==> src/rtl/pipe_hazard_ctrl.sv <==
// Stall/flush sequencer for the 5-stage pipeline: load-use, branch, dmem wait, halt/resume.
// Optional stall-cycle performance counter enabled by defining PIPE_CTRL_PERF_EN.
module pipe_hazard_ctrl #(
  parameter int unsigned MEM_TIMEOUT = 64,
  parameter int unsigned STALL_CNT_W = 32
) (
  input  logic                   clk,
  input  logic                   arst_n,
  input  logic [4:0]             id_rs,
  input  logic [4:0]             id_rt,
  input  logic                   id_uses_rt,
  input  logic                   ex_mem_read,
  input  logic [4:0]             ex_reg_rd,
  input  logic                   ex_branch_taken,
  input  logic                   mem_dmem_req,
  input  logic                   dmem_ready,
  input  logic                   wb_halt,
  input  logic                   resume,
  output logic                   pc_en,
  output logic                   if_id_en,
  output logic                   if_id_flush,
  output logic                   id_ex_en,
  output logic                   id_ex_flush,
  output logic                   ex_mem_en,
  output logic                   mem_wb_en,
  output logic                   mem_wb_flush,
  output logic                   halted,
  output logic                   mem_err,
  output logic [STALL_CNT_W-1:0] stall_cycles
);

  localparam int unsigned WAIT_W = $clog2(MEM_TIMEOUT + 1);
  localparam logic [WAIT_W-1:0] WAIT_MAX = WAIT_W'(MEM_TIMEOUT);

  localparam logic [1:0] ST_RUN    = 2'd0;
  localparam logic [1:0] ST_DWAIT  = 2'd1;
  localparam logic [1:0] ST_HALTED = 2'd2;

  logic [1:0]        state;
  logic [1:0]        state_nxt;
  logic [WAIT_W-1:0] wait_cnt;
  logic [WAIT_W-1:0] wait_cnt_nxt;
  logic              resume_q;
  logic              freeze;
  logic              load_use;
  logic              halt_req;

  assign freeze   = mem_dmem_req & ~dmem_ready;
  assign load_use = ex_mem_read & (ex_reg_rd != 5'd0) &
                    ((ex_reg_rd == id_rs) | (id_uses_rt & (ex_reg_rd == id_rt)));
  // The halt has already left WB in the cycle after resume, so a stale wb_halt is ignored.
  assign halt_req = wb_halt & ~resume_q;
  assign halted   = (state == ST_HALTED);

  // Next state and zero-latency strobes.
  always_comb begin
    state_nxt    = state;
    wait_cnt_nxt = wait_cnt;
    pc_en        = 1'b1;
    if_id_en     = 1'b1;
    if_id_flush  = 1'b0;
    id_ex_en     = 1'b1;
    id_ex_flush  = 1'b0;
    ex_mem_en    = 1'b1;
    mem_wb_en    = 1'b1;
    mem_wb_flush = 1'b0;

    case (state)
      ST_HALTED: begin
        wait_cnt_nxt = '0;
        if (resume) begin
          state_nxt = ST_RUN;
        end else begin
          pc_en     = 1'b0;
          if_id_en  = 1'b0;
          id_ex_en  = 1'b0;
          ex_mem_en = 1'b0;
          mem_wb_en = 1'b0;
        end
      end
      default: begin
        if (freeze) begin
          state_nxt    = ST_DWAIT;
          pc_en        = 1'b0;
          if_id_en     = 1'b0;
          id_ex_en     = 1'b0;
          ex_mem_en    = 1'b0;
          mem_wb_flush = 1'b1;
          if (state != ST_DWAIT) begin
            wait_cnt_nxt = WAIT_W'(1);
          end else if (wait_cnt != WAIT_MAX) begin
            wait_cnt_nxt = wait_cnt + WAIT_W'(1);
          end
        end else begin
          state_nxt    = ST_RUN;
          wait_cnt_nxt = '0;
          if (halt_req) begin
            // Stop every register so the halt instruction stays parked in WB.
            state_nxt = ST_HALTED;
            pc_en     = 1'b0;
            if_id_en  = 1'b0;
            id_ex_en  = 1'b0;
            ex_mem_en = 1'b0;
            mem_wb_en = 1'b0;
          end else if (ex_branch_taken) begin
            if_id_flush = 1'b1;
            id_ex_flush = 1'b1;
          end else if (load_use) begin
            pc_en       = 1'b0;
            if_id_en    = 1'b0;
            id_ex_flush = 1'b1;
          end
        end
      end
    endcase

    if (!arst_n) begin
      pc_en        = 1'b0;
      if_id_en     = 1'b0;
      id_ex_en     = 1'b0;
      ex_mem_en    = 1'b0;
      mem_wb_en    = 1'b0;
      if_id_flush  = 1'b1;
      id_ex_flush  = 1'b1;
      mem_wb_flush = 1'b1;
    end
  end

  // State, wait counter and sticky timeout flag.
  always_ff @(posedge clk or negedge arst_n) begin
    if (!arst_n) begin
      state    <= ST_RUN;
      wait_cnt <= '0;
      mem_err  <= 1'b0;
      resume_q <= 1'b0;
    end else begin
      state    <= state_nxt;
      wait_cnt <= wait_cnt_nxt;
      resume_q <= (state == ST_HALTED) & resume;
      if (wait_cnt_nxt == WAIT_MAX) begin
        mem_err <= 1'b1;
      end
    end
  end

`ifdef PIPE_CTRL_PERF_EN
  // Saturating count of cycles in which the PC was held.
  always_ff @(posedge clk or negedge arst_n) begin
    if (!arst_n) begin
      stall_cycles <= '0;
    end else if (!pc_en && (stall_cycles != {STALL_CNT_W{1'b1}})) begin
      stall_cycles <= stall_cycles + STALL_CNT_W'(1);
    end
  end
`else
  assign stall_cycles = '0;
`endif

endmodule

==> config.mk <==
export PLATFORM = sky130hd
export DESIGN_NAME = pipe_hazard_ctrl
export DESIGN_NICKNAME = d
export VERILOG_FILES = /design/src/rtl/pipe_hazard_ctrl.sv
export SDC_FILE = /design/constraint.sdc
export NUM_CORES = 1
export LEC_CHECK = 0
export ABC_AREA = 1
export BUFFER_PORTS_ARGS = -buffer_cell sky130_fd_sc_hd__buf_2
export CAP_MARGIN = 15
export CORE_MARGIN = 2
export CORE_UTILIZATION = 45
export DETAILED_ROUTE_END_ITERATION = 7
export PLACE_DENSITY = 0.83
export SYNTH_ARGS = -nofsm -noshare
export SYNTH_HDL_FRONTEND = slang
export SYNTH_SLANG_ARGS = --single-unit
==> constraint.sdc <==
create_clock -name clk -period 3.86 [get_ports clk]
set_clock_uncertainty 0.05 [all_clocks]
set_input_delay 0.772 -clock clk [delete_from_list [all_inputs] [get_ports clk]]
set_output_delay 0.772 -clock clk [all_outputs]
set_load 0.005 [all_outputs]
# After elaboration in Yosys (flattened, before gate mapping)
# Cells that the tools add are included.
[op_classes]
addsub = 1
n_mul = 0
div = 0
order_cmp = 0
eq_ne = 7
n_shift = 0
mux = 36
n_bitwise = 9
n_reduce_logical = 1
[op_table]
columns = ["operator", "n"]
rows = [
  ["two-way mux 1 bit", 28],
  ["two-way mux 7 bit", 4],
  ["== test 5 bit", 2],
  ["two-way mux 2 bit", 4],
  ["adder 7 x 1 -> 7 bit, second input constant", 1],
  ["== test 7 bit, second input constant", 1],
  ["inequality test 7 bit, second input constant", 1],
  ["bitwise AND 1 bit", 6],
  ["nonzero test 5 bit", 1],
  ["== test 2 bit, second input constant", 1],
  ["inequality test 2 x 1 -> 1 bit, second input constant", 1],
  ["inequality test 2 bit, second input constant", 1],
  ["NOT 1 bit", 2],
  ["bitwise OR 1 bit", 1],
]
[word_totals]
reg_bits = 11
latchBits = 0
mem_bits_rw = 0
romBits = 0
input_bits = 24
wordCells = 58
mem_count = 0

# Logic depth before layout (Yosys ltp)
# Gate-level depths: netlist of run 1.
[logic_depth]
ltp_word = 10
mapped_depth = 10
mapped_depth_nobuf = 10

# Worst setup path after synthesis of run 1
# OpenSTA, ideal clock, no wires.
[synth_path]
path_kind = "input port to output port"
from = "input port wb_halt"
to = "output port pc_en"
arrival_ns = 1.513
required_time_ns = 3.038
setup_slack_ns = 1.525
cell_stages = 9
n_path_buf = 1
cell_sequence = "inv_1 > nor2_1 > nand3b_1 > inv_1 > nor2_1 > nor2_1 > nand2_1 > inv_1 > buf_4"
[synth_via]
elab_chain_cells = 5
[synth_lines]
columns = ["element", "line_no", "source"]
rows = [
  ["start, declared", "17", "input logic wb_halt,"],
  ["bitwise AND 1 bit", "52", "assign halt_req = wb_halt & ~resume_q;"],
  ["two-way mux 1 bit (4 in series)", "--", ""],
  ["end, declared", "19", "output logic pc_en,"],
]
# No other way between the ends.

# Worst setup path after layout of run 1
[layout_path]
from = "input port wb_halt"
to = "output port pc_en"
[layout_via]
elab_chain_cells = 5
[layout_lines]
columns = ["element", "line_no", "source"]
rows = [
  ["bitwise AND 1 bit", "52", ""],
  ["two-way mux 1 bit", "97", "if (halt_req) begin"],
  ["two-way mux 1 bit", "82", "if (freeze) begin"],
  ["two-way mux 1 bit", "68", "case (state)"],
  ["two-way mux 1 bit", "117", "if (!arst_n) begin"],
]
# No other way between the ends.

==> results of run 1 <==
worst max-delay path by stage:
stage | cells past startpoint | slack [ps] | to
4_1_cts | 10 | 1410 | pc_en
3_5_place_dp | 10 | 1410 | pc_en
3_3_place_gp | 9 | 1420 | if_id_en
5_1_grt | 10 | 1260 | if_id_en
2_1_floorplan | 9 | 1520 | pc_en
6_report | 10 | 1420 | pc_en
metrics by stage:
stage,std cells,cell area (um^2)
finish,220,1170
global route,220,1170
CTS,220,1170
detailed placement,216,1150
global placement,216,1150
floorplan,189,1200
cell type report:
| type | instances | area, um^2 | area share (%) |
|---|---|---|---|
| Multi-Input combinational cell | 117 | 572 | 48.7 |
| Sequential cell | 11 | 275 | 23.4 |
| Tap cell | 28 | 35.0 | 2.98 |
| Inverter | 27 | 101 | 8.63 |
| Clock buffer | 4 | 26.3 | 2.24 |
| Timing Repair Buffer | 33 | 165 | 14.1 |
worst max-delay path, cell delays in order:
cell,delay [ps]
sky130_fd_sc_hd__buf_2,90
sky130_fd_sc_hd__inv_1,40
sky130_fd_sc_hd__nor2_1,40
sky130_fd_sc_hd__nand3b_1,150
sky130_fd_sc_hd__inv_1,100
sky130_fd_sc_hd__nor2_1,50
sky130_fd_sc_hd__nor2_1,140
sky130_fd_sc_hd__nand2_1,70
sky130_fd_sc_hd__inv_1,60
sky130_fd_sc_hd__buf_2,100
metal layers:
metal	part of all wire (%)	up-vias	wire, um
met5	0	-	0
met4	1.9	0	34
met3	5.7	4	100
met2	50	33	866
met1	43	402	748
li1	-	481	-
power breakdown:
part | switching, mW | internal (mW) | leakage (nW)
combinational | 0.0741 | 0.0494 | 0.564
sequential | 0.00614 | 0.127 | 0.148
clock | 0.0353 | 0.0400 | 0.0150
total | 0.116 | 0.216 | 0.727
Yosys cell counts:
library cell / instances / share of area, %
sky130_fd_sc_hd__ha_1: 2 / 2.3
sky130_fd_sc_hd__nor2_4: 1 / 1.0
sky130_fd_sc_hd__a21oi_1: 3 / 1.4
sky130_fd_sc_hd__nand3_2: 1 / 0.92
sky130_fd_sc_hd__inv_1: 26 / 9.0
sky130_fd_sc_hd__nand3b_1: 1 / 0.69
sky130_fd_sc_hd__buf_4: 34 / 23
sky130_fd_sc_hd__nor2_1: 21 / 7.3
sky130_fd_sc_hd__a21boi_2: 1 / 1.0
sky130_fd_sc_hd__xor2_1: 5 / 4.0
sky130_fd_sc_hd__dfrtp_1: 11 / 25
sky130_fd_sc_hd__nand2_1: 20 / 6.9
sky130_fd_sc_hd__nor3_1: 1 / 0.46
sky130_fd_sc_hd__o21ai_0: 7 / 3.2
sky130_fd_sc_hd__nand3_1: 10 / 4.6
sky130_fd_sc_hd__inv_2: 1 / 0.34
sky130_fd_sc_hd__nand4_1: 4 / 2.3
sky130_fd_sc_hd__conb_1: 1 / 0.34
sky130_fd_sc_hd__nor2_2: 2 / 1.2
sky130_fd_sc_hd__nand2_2: 2 / 1.2
sky130_fd_sc_hd__xnor2_1: 3 / 2.4
sky130_fd_sc_hd__o21bai_1: 1 / 0.69
state kept, by name, summed over array words and instances (netlist names):
| name | cells |
|---|---|
| state | 2 |
| resume_q | 1 |
| wait_cnt | 7 |
| mem_err | 1 |
kinds of logic (layout without fill, tap and decap cells):
logic type | after synthesis | count (layout) | share of synthesized area, %
compound gates | 12 | 12 | 6.33
xor+xnor | 8 | 8 | 6.44
fa+ha+maj | 2 | 2 | 2.30
buf+inv | 61 | 64 | 32.8
flops | 11 | 11 | 25.3
other cells | 1 | 32 | 0.345
simple gates | 63 | 63 | 26.5
cells in the final DEF, fill, tap and decap left out:
cell and instances:
sky130_fd_sc_hd__buf_2 33, sky130_fd_sc_hd__conb_1 32, sky130_fd_sc_hd__inv_1 26, sky130_fd_sc_hd__nor2_1 21
sky130_fd_sc_hd__nand2_1 20, sky130_fd_sc_hd__dfrtp_1 11, sky130_fd_sc_hd__nand3_1 10, sky130_fd_sc_hd__o21ai_0 7
sky130_fd_sc_hd__xor2_1 5, sky130_fd_sc_hd__nand4_1 4, sky130_fd_sc_hd__a21oi_1 3, sky130_fd_sc_hd__xnor2_1 3
sky130_fd_sc_hd__clkbuf_4 3, sky130_fd_sc_hd__nor2_2 2, sky130_fd_sc_hd__nand2_2 2, sky130_fd_sc_hd__ha_1 2
sky130_fd_sc_hd__nor2_4 1, sky130_fd_sc_hd__nand3_2 1, sky130_fd_sc_hd__inv_2 1, sky130_fd_sc_hd__nor3_1 1
sky130_fd_sc_hd__a21boi_2 1, sky130_fd_sc_hd__nand3b_1 1, sky130_fd_sc_hd__o21bai_1 1, sky130_fd_sc_hd__clkbuf_1 1
==> impl_results.md, run 1 <==
- Antenna violation net count after detailed routing: 0
- Final worst path period share: between 60% and 70%
- Status: finished, final reports clean
- Clk Tree Root Cell: sky130_fd_sc_hd__clkbuf_4
- Startpoint kind of the worst setup timing path: input pin
- Fraction of the core area covered by cells at the end of the flow: around 52%
- Maximum operating frequency: approximately 410 MHz
- # Post-CTS Setup Buffers: 0
- Final net count: 219
- Initial Utilization: 48.2%
- Final number of setup-violating endpoints: 0
- Met3 routing resource usage after global routing: under 10%
- Synthesized flop and latch total: 11
- Final setup TNS: 0 ps
- RSZ-0062 raised after global routing: no
- Number of hold violations in the final report: 0
- Floorplan core area: about 2300 um^2
- IO Count: 66
- Clk sink count: 11
- Proportion of layout cells with a drive suffix above 1: between 20 and 25%
- Antenna violations before repair: 0
- Timing startpoint of the critical path: wb_halt
- Endpoint required time on the critical path: 3040 ps
- Total of max-cap violations: 0
- Clock latency on the worst-skew pair: 260 ps
- Port bufs: 33
- DRC violation count after routing: 0
- Kind of end point of the critical path: output port
- Total chip power: about 0.33 mW
- Number of buffers inserted by hold repair at cts: 0
- Count of synthesis-stage warnings from yosys: 0
- Total clock buffers created by CTS: 3
- H-Tree Level Count: 1
- Startpoint-to-endpoint class of the critical path: in2out
- HPWL after detailed placement: 1.52 mm
- Vias after detailed routing: 920
- Most heavily used metal layer in global routing: met2
- Max IR drop VDD: 0.160 mV
- Worst-case setup slack after placement: approximately 1400 ps
- Critical path fanouts, max: 3
- Number of cells on the worst reg-to-reg path: 10
- Vias in the first global route: 787
- Detailed router's first-iteration violation count: 22
- Count of instances resized after the clock tree is built: 0
- Register area share after synthesis: 25.3%
- Final slew viol count: 0
- Total Die Area: between 2000 and 3000 um^2
- Netlist cell types: 22
- FF-to-FF Start: wait_cnt[0]
- Global-route wire length before repair: 2.92 mm
- X dimension of the die: 53.2 um
- R2R Path End: mem_err
- Mapped Avg Cell Area: 6.88 um^2
- Min setup slack post-route: 1420 ps
- Leak: 0.727 nW
- Synthesis-to-finish area growth: 8.06%
- Number of cells produced by synthesis: 158
- Final Hold Slack: 317 ps
- Number of filler cells placed in the layout: 224
- Clock transition at the registers of the reported paths: 60 ps
- Pre-Repair DR Iteration Count: 4
- Final wirelength: roughly 1.7 mm
- Deepest clock path buffer count: 2
- Total global routing track utilization: 13.8%
- Worst hold path type: in2async
- Die extent in y: 53.2 um
- Fraction of met2 tracks used by global routing: 25.2%
- Worst setup slack for register-to-register paths: 2360 ps
- PD cells: 282 nW/um^2
- Number of rows in the core area: 17
- Cell area after technology mapping: 1090 um^2
- Arrival time of the worst setup path: 1610 ps
- Number of vias per cell after detailed routing: 4.18
- Clock tree from TritonCTS: yes
- Pin count of the biggest net entering global routing: 14
- Final global-route overflow total: 0
- Final weighted congestion of routability-driven global placement: 0.867
- Global routing usage on met1: 15.8%
- Final critical path time including I/O delays and setup: between 2000 and 2500 ps
- Wire length per cell after detailed routing: between 7 and 8 um
- Antenna diode instance count: 0
(Power assumes the default switching activity.)
==> inputs of run 2 (changes only) <==
Settings changed: CORE_UTILIZATION 45 to 39, PLACE_DENSITY 0.83 to 0.76.
Clock period 3.86 ns to 2.2 ns, I/O delays scaled along.
==> run 2 against run 1 <==
Against the previous run: total power grew 76%; critical path type unchanged; critical endpoint unchanged; worst hold slack gained 51 ps; highest routed layer unchanged; cell count grew 2.3%; largest power group unchanged.
==> impl_results.md, run 2 (synthesized netlist as in run 1, its figures left out) <==
- Largest register by flop count: wait_cnt
- PD cells: 487 nW/um^2
- Max reg flops: 7
- RSZ-0062 raised after global routing: no
- Final critical path time including I/O delays and setup: roughly 2100 ps
- Total instance count after detailed placement: 220
- Arrival time of the worst setup path: 1600 ps
- Fraction of the core area covered by cells at the end of the flow: roughly 44%
- Largest incremental delay on the critical path: 530 ps
- Fin cells: between 200 and 250
- Startpoint-to-endpoint class of the critical path: in2out
- Worst-case setup slack after placement: 435 ps
- Cell with the most instances on the worst path: sky130_fd_sc_hd__inv_1
- Die extent in y: 56.8 um
- Antenna violations before repair: 0
- DRC violation count after routing: 0
- Ordered list of cells on the worst path: dlygate4sd3_1 > clkbuf_4 > inv_1 > nor2_1 > nand2_1 > inv_1 > buf_2
- Count of cells along the worst hold path: 3
- Final wirelength: 1.87 mm
- Final slew viol count: 0
- Final net count: around 220
- Number of rows in the core area: 19
- Status: finished, final reports clean
- Total clock buffers created by CTS: 3
- Synthesis-to-finish area growth: 10.2%
- Number of vias per cell after detailed routing: around 4.2
- Wire length per cell after detailed routing: 8.30 um
- Final weighted congestion of routability-driven global placement: 0.814
- Cell with the biggest individual delay on the critical path: sky130_fd_sc_hd__dlygate4sd3_1
- Vias in the first global route: 822
- Port bufs: 33
- Detailed router's first-iteration violation count: 13
- HPWL after detailed placement: 1.62 mm
- Kind of end point of the critical path: output port
- Top library cells by usage in the layout, fill and taps aside: sky130_fd_sc_hd__conb_1 (32), sky130_fd_sc_hd__buf_2 (32), sky130_fd_sc_hd__inv_1 (26), sky130_fd_sc_hd__nor2_1 (21), sky130_fd_sc_hd__nand2_1 (20)
- Clk sink count: 11
- Clk Tree Root Cell: sky130_fd_sc_hd__clkbuf_4
- R2R Path End: mem_err
- Proportion of layout cells with a drive suffix above 1: 23.2%
- Critical path fanouts, max: 6
- Antenna diode instance count: 0
- Total of max-cap violations: 0
- X dimension of the die: 56.8 um
- FF-to-FF Start: wait_cnt[0]
- Worst hold path type: in2reg
- Endpoint required time on the critical path: around 1700 ps
- Number of filler cells placed in the layout: 294
- Antenna violation net count after detailed routing: 0
- Hold_sp: resume
- Max IR drop VDD: 0.384 mV
- Timing startpoint of the critical path: arst_n
- Global-route wire length before repair: about 3.2 mm
- IO Count: 66
- Total global routing track utilization: 12.7%
- Final worst path period share: 95.1%
- Number of hold violations in the final report: 0
- Worst Setup EP: pc_en
- Clock transition at the registers of the reported paths: 60 ps
- Clock tree from TritonCTS: yes
- Pin count of the biggest net entering global routing: 9
- Maximum operating frequency: between 400 and 500 MHz
- Min setup slack post-route: 108 ps
- Final number of setup-violating endpoints: 0
- Pre-Repair DR Iteration Count: 4
- Sequential standard cell area: 275 um^2
- Clock latency on the worst-skew pair: 260 ps
- Final setup TNS: 0 ps
- Leak: 0.737 nW
- Floorplan core area: 2710 um^2
- H-Tree Level Count: 1
- Number of cells on the worst reg-to-reg path: 10
- Final global-route overflow total: 0
- Area taken by multi-input logic gates: ~570 um^2
- Worst setup slack for register-to-register paths: approximately 700 ps
- Biggest registers after layout: wait_cnt x7, state x2
- # Post-CTS Setup Buffers: 0
- Vias after detailed routing: around 940
- Total chip power: a little under 0.6 mW
- Total Die Area: 3230 um^2
- Deepest clock path buffer count: 2
- Startpoint kind of the worst setup timing path: input pin
- Initial Utilization: 40.1%
[run 2: where the power goes]
group | switching (mW) | internal (mW) | leakage, nW | total [mW]
clock network | 0.0604 | 0.0700 | 0.0150 | 0.130
registers | 0.0104 | 0.223 | 0.148 | 0.233
logic | 0.131 | 0.0895 | 0.573 | 0.220
[run 2: cell type report]
class,instances,share of cell area (%)
inverter,27,8.46
tap,31,3.24
clock buffer,4,2.19
timing repair buffer,35,15.4
multi-input combinational,117,47.7
sequential,11,23.0
[run 2: stage by stage]
step                      hold slack (ps)  area, um^2
after global routing                  365        1200
after CTS                             353        1200
after global placement                218        1160
final                                 368        1200
after floorplan                      94.4        1200
after detailed placement              219        1160
[run 2: how the worst min path moves through the flow]
stage	end	slack, ps
6_report	resume_q	370
3_5_place_dp	wait_cnt[5]	220
5_1_grt	resume_q	360
3_3_place_gp	wait_cnt[5]	220
2_1_floorplan	mem_err	90
4_1_cts	resume_q	350
[run 2: critical path, delay by kind of cell]
kind	cells	cell delay [ps]
buffers and inverters	5	930
and+or+nand+nor	2	230
[run 2: per-layer routing]
layer	global-route usage (%)	wire length (um)	vias to the layer above
met4	8.97	55	0
li1	-	-	492
met5	0	0	-
met1	13.7	706	407
met3	2.07	125	4
met2	22.3	981	38
[run 2: what timing repair did]
action,CTS,global route
endpoints found under the setup margin,0,2
endpoints found under the hold margin,4,0
gates resized for setup,0,1
hold buffers,1,0
==> inputs of run 3 (changes only) <==
Settings changed: CORE_MARGIN 2 to 4, PLACE_DENSITY 0.76 to 0.79.
==> run 3 against run 2 <==
Against the previous run: global-route usage down 1.4 points; register-to-register slack improved by 20 ps; critical path depth unchanged; critical path type unchanged.
==> impl_results.md, run 3 (synthesized netlist as in run 1, its figures left out) <==
- HPWL after detailed placement: 1.72 mm
- Final wirelength: 1.97 mm
- Top library cells by usage in the layout, fill and taps aside: sky130_fd_sc_hd__conb_1 (32), sky130_fd_sc_hd__buf_2 (32), sky130_fd_sc_hd__inv_1 (26), sky130_fd_sc_hd__nand2_1 (20), sky130_fd_sc_hd__nor2_1 (20)
- PD cells: 491 nW/um^2
- Clk Tree Root Cell: sky130_fd_sc_hd__clkbuf_4
- Total of max-cap violations: 0
- Endpoint required time on the critical path: 1710 ps
- Vias after detailed routing: 961
- Vias in the first global route: 821
- Number of vias per cell after detailed routing: 4.29
- Initial Utilization: 42.3%
- Final critical path time including I/O delays and setup: 2090 ps
- Fin cells: 224
- Cell with the biggest individual delay on the critical path: sky130_fd_sc_hd__dlygate4sd3_1
- Total Die Area: 3700 um^2
- Synthesis-to-finish area growth: 10.7%
- Total global routing track utilization: a little under an eighth
- Clock transition at the registers of the reported paths: 60 ps
- Arrival time of the worst setup path: 1600 ps
- Pin count of the biggest net entering global routing: 8
- Final slew viol count: 0
- Pre-Repair DR Iteration Count: 4
- Antenna violations before repair: 0
- Detailed router's first-iteration violation count: 20
- Worst hold path type: in2reg
- Final setup TNS: 0 ps
- Total clock buffers created by CTS: 3
- Kind of end point of the critical path: output port
- Global-route wire length before repair: about 3.2 mm
- Most heavily used metal layer in global routing: met2
- Leak: 0.737 nW
- Largest incremental delay on the critical path: between 500 and 600 ps
- H-Tree Level Count: 1
- Proportion of layout cells with a drive suffix above 1: 24.2%
- Maximum operating frequency: 478 MHz
- RSZ-0062 raised after global routing: no
- Total chip power: ~0.59 mW
- Cell with the most instances on the worst path: sky130_fd_sc_hd__inv_1
- Max reg flops: 7
- Final net count: 221
- Final global-route overflow total: 0
- Number of hold violations in the final report: 0
- Wire length per cell after detailed routing: 8.81 um
- Deepest clock path buffer count: 2
- Global routing usage on met1: 13.6%
- Startpoint-to-endpoint class of the critical path: in2out
- IO Count: between 60 and 70
- Fraction of met2 tracks used by global routing: a little under a fifth
- Met3 routing resource usage after global routing: 0.851%
- # Post-CTS Setup Buffers: 0
- Cell class contributing the biggest share of worst-path delay: buffers and inverters
- Status: finished, final reports clean
- Critical path fanouts, max: 7
- Final worst path period share: 95.1%
- Final number of setup-violating endpoints: 0
- X dimension of the die: 60.8 um
- Antenna violation net count after detailed routing: 0
- Die extent in y: 60.8 um
- Buf/Inv on CP: 5
- Biggest registers after layout: wait_cnt x7, state x2
- Final Hold Slack: 358 ps
- Port bufs: 33
- Clock tree from TritonCTS: yes
- Number of rows in the core area: 18
- Final weighted congestion of routability-driven global placement: 0.848
- Total instance count after detailed placement: 219
- Max IR drop VDD: 0.297 mV
- Largest register by flop count: wait_cnt
- Startpoint kind of the worst setup timing path: input pin
- Ordered list of cells on the worst path: dlygate4sd3_1 > clkbuf_4 > inv_1 > nor2_2 > nand2_1 > inv_1 > buf_2
- DRC violation count after routing: 0
- Floorplan core area: 2570 um^2
- Antenna diode instance count: 0
- Clock latency on the worst-skew pair: 260 ps
- Clk sink count: 11
-- run 3: worst paths after layout --
path,from,endpoint,slack (ps),depth (start not counted)
max,arst_n,if_id_en,110,7
min,resume,resume_q,360,3
max reg2reg,wait_cnt[0],mem_err,720,10
min reg2reg,mem_err,mem_err,420,1
max in group asynchronous,arst_n,wait_cnt[2],1320,3
min in group asynchronous,arst_n,wait_cnt[6],500,2
-- run 3: where the power goes --
group	total (mW)	leakage [nW]	internal [mW]	switching, mW
clock network	0.131	0.0150	0.0701	0.0610
registers	0.234	0.148	0.223	0.0107
logic	0.227	0.573	0.0915	0.135
total	0.591	0.737	0.385	0.207
-- run 3: layout make-up --
type	count	area, um^2
timing repair buffer	35	185
clock buffer	4	26.3
inverter	27	101
sequential	11	275
multi-input combinational	117	578
fill	257	1360
tap	30	37.5
-- run 3: what timing repair did --
item,in CTS,in global routing
endpoints found under the setup margin,0,4
hold buffers,1,0
hold endpoints to repair,5,0
gates resized for setup,0,3
-- run 3: tightest hold or removal path, delay by kind of cell --
kind / cells / cell delay, ps
buffers and inverters: 2 / 130
AND/OR/NAND/NOR: 1 / 50
-- run 3: stage by stage --
| stage | setup slack, ps | area, um^2 | util, % |
|---|---|---|---|
| after CTS | 38.2 | 1190 | 46.5 |
| after global placement | 424 | 1160 | 45.1 |
| after global routing | 11.7 | 1200 | 46.9 |
| after floorplan | 490 | 1200 | - |
| after detailed placement | 407 | 1160 | 45.1 |
| final | 107 | 1200 | 46.9 |
-- run 3: layer usage --
layer  wire length, um  up-vias
met5                 0        -
met1               756      426
met2               996       42
met4                48        0
met3               172        4
li1                  -      489
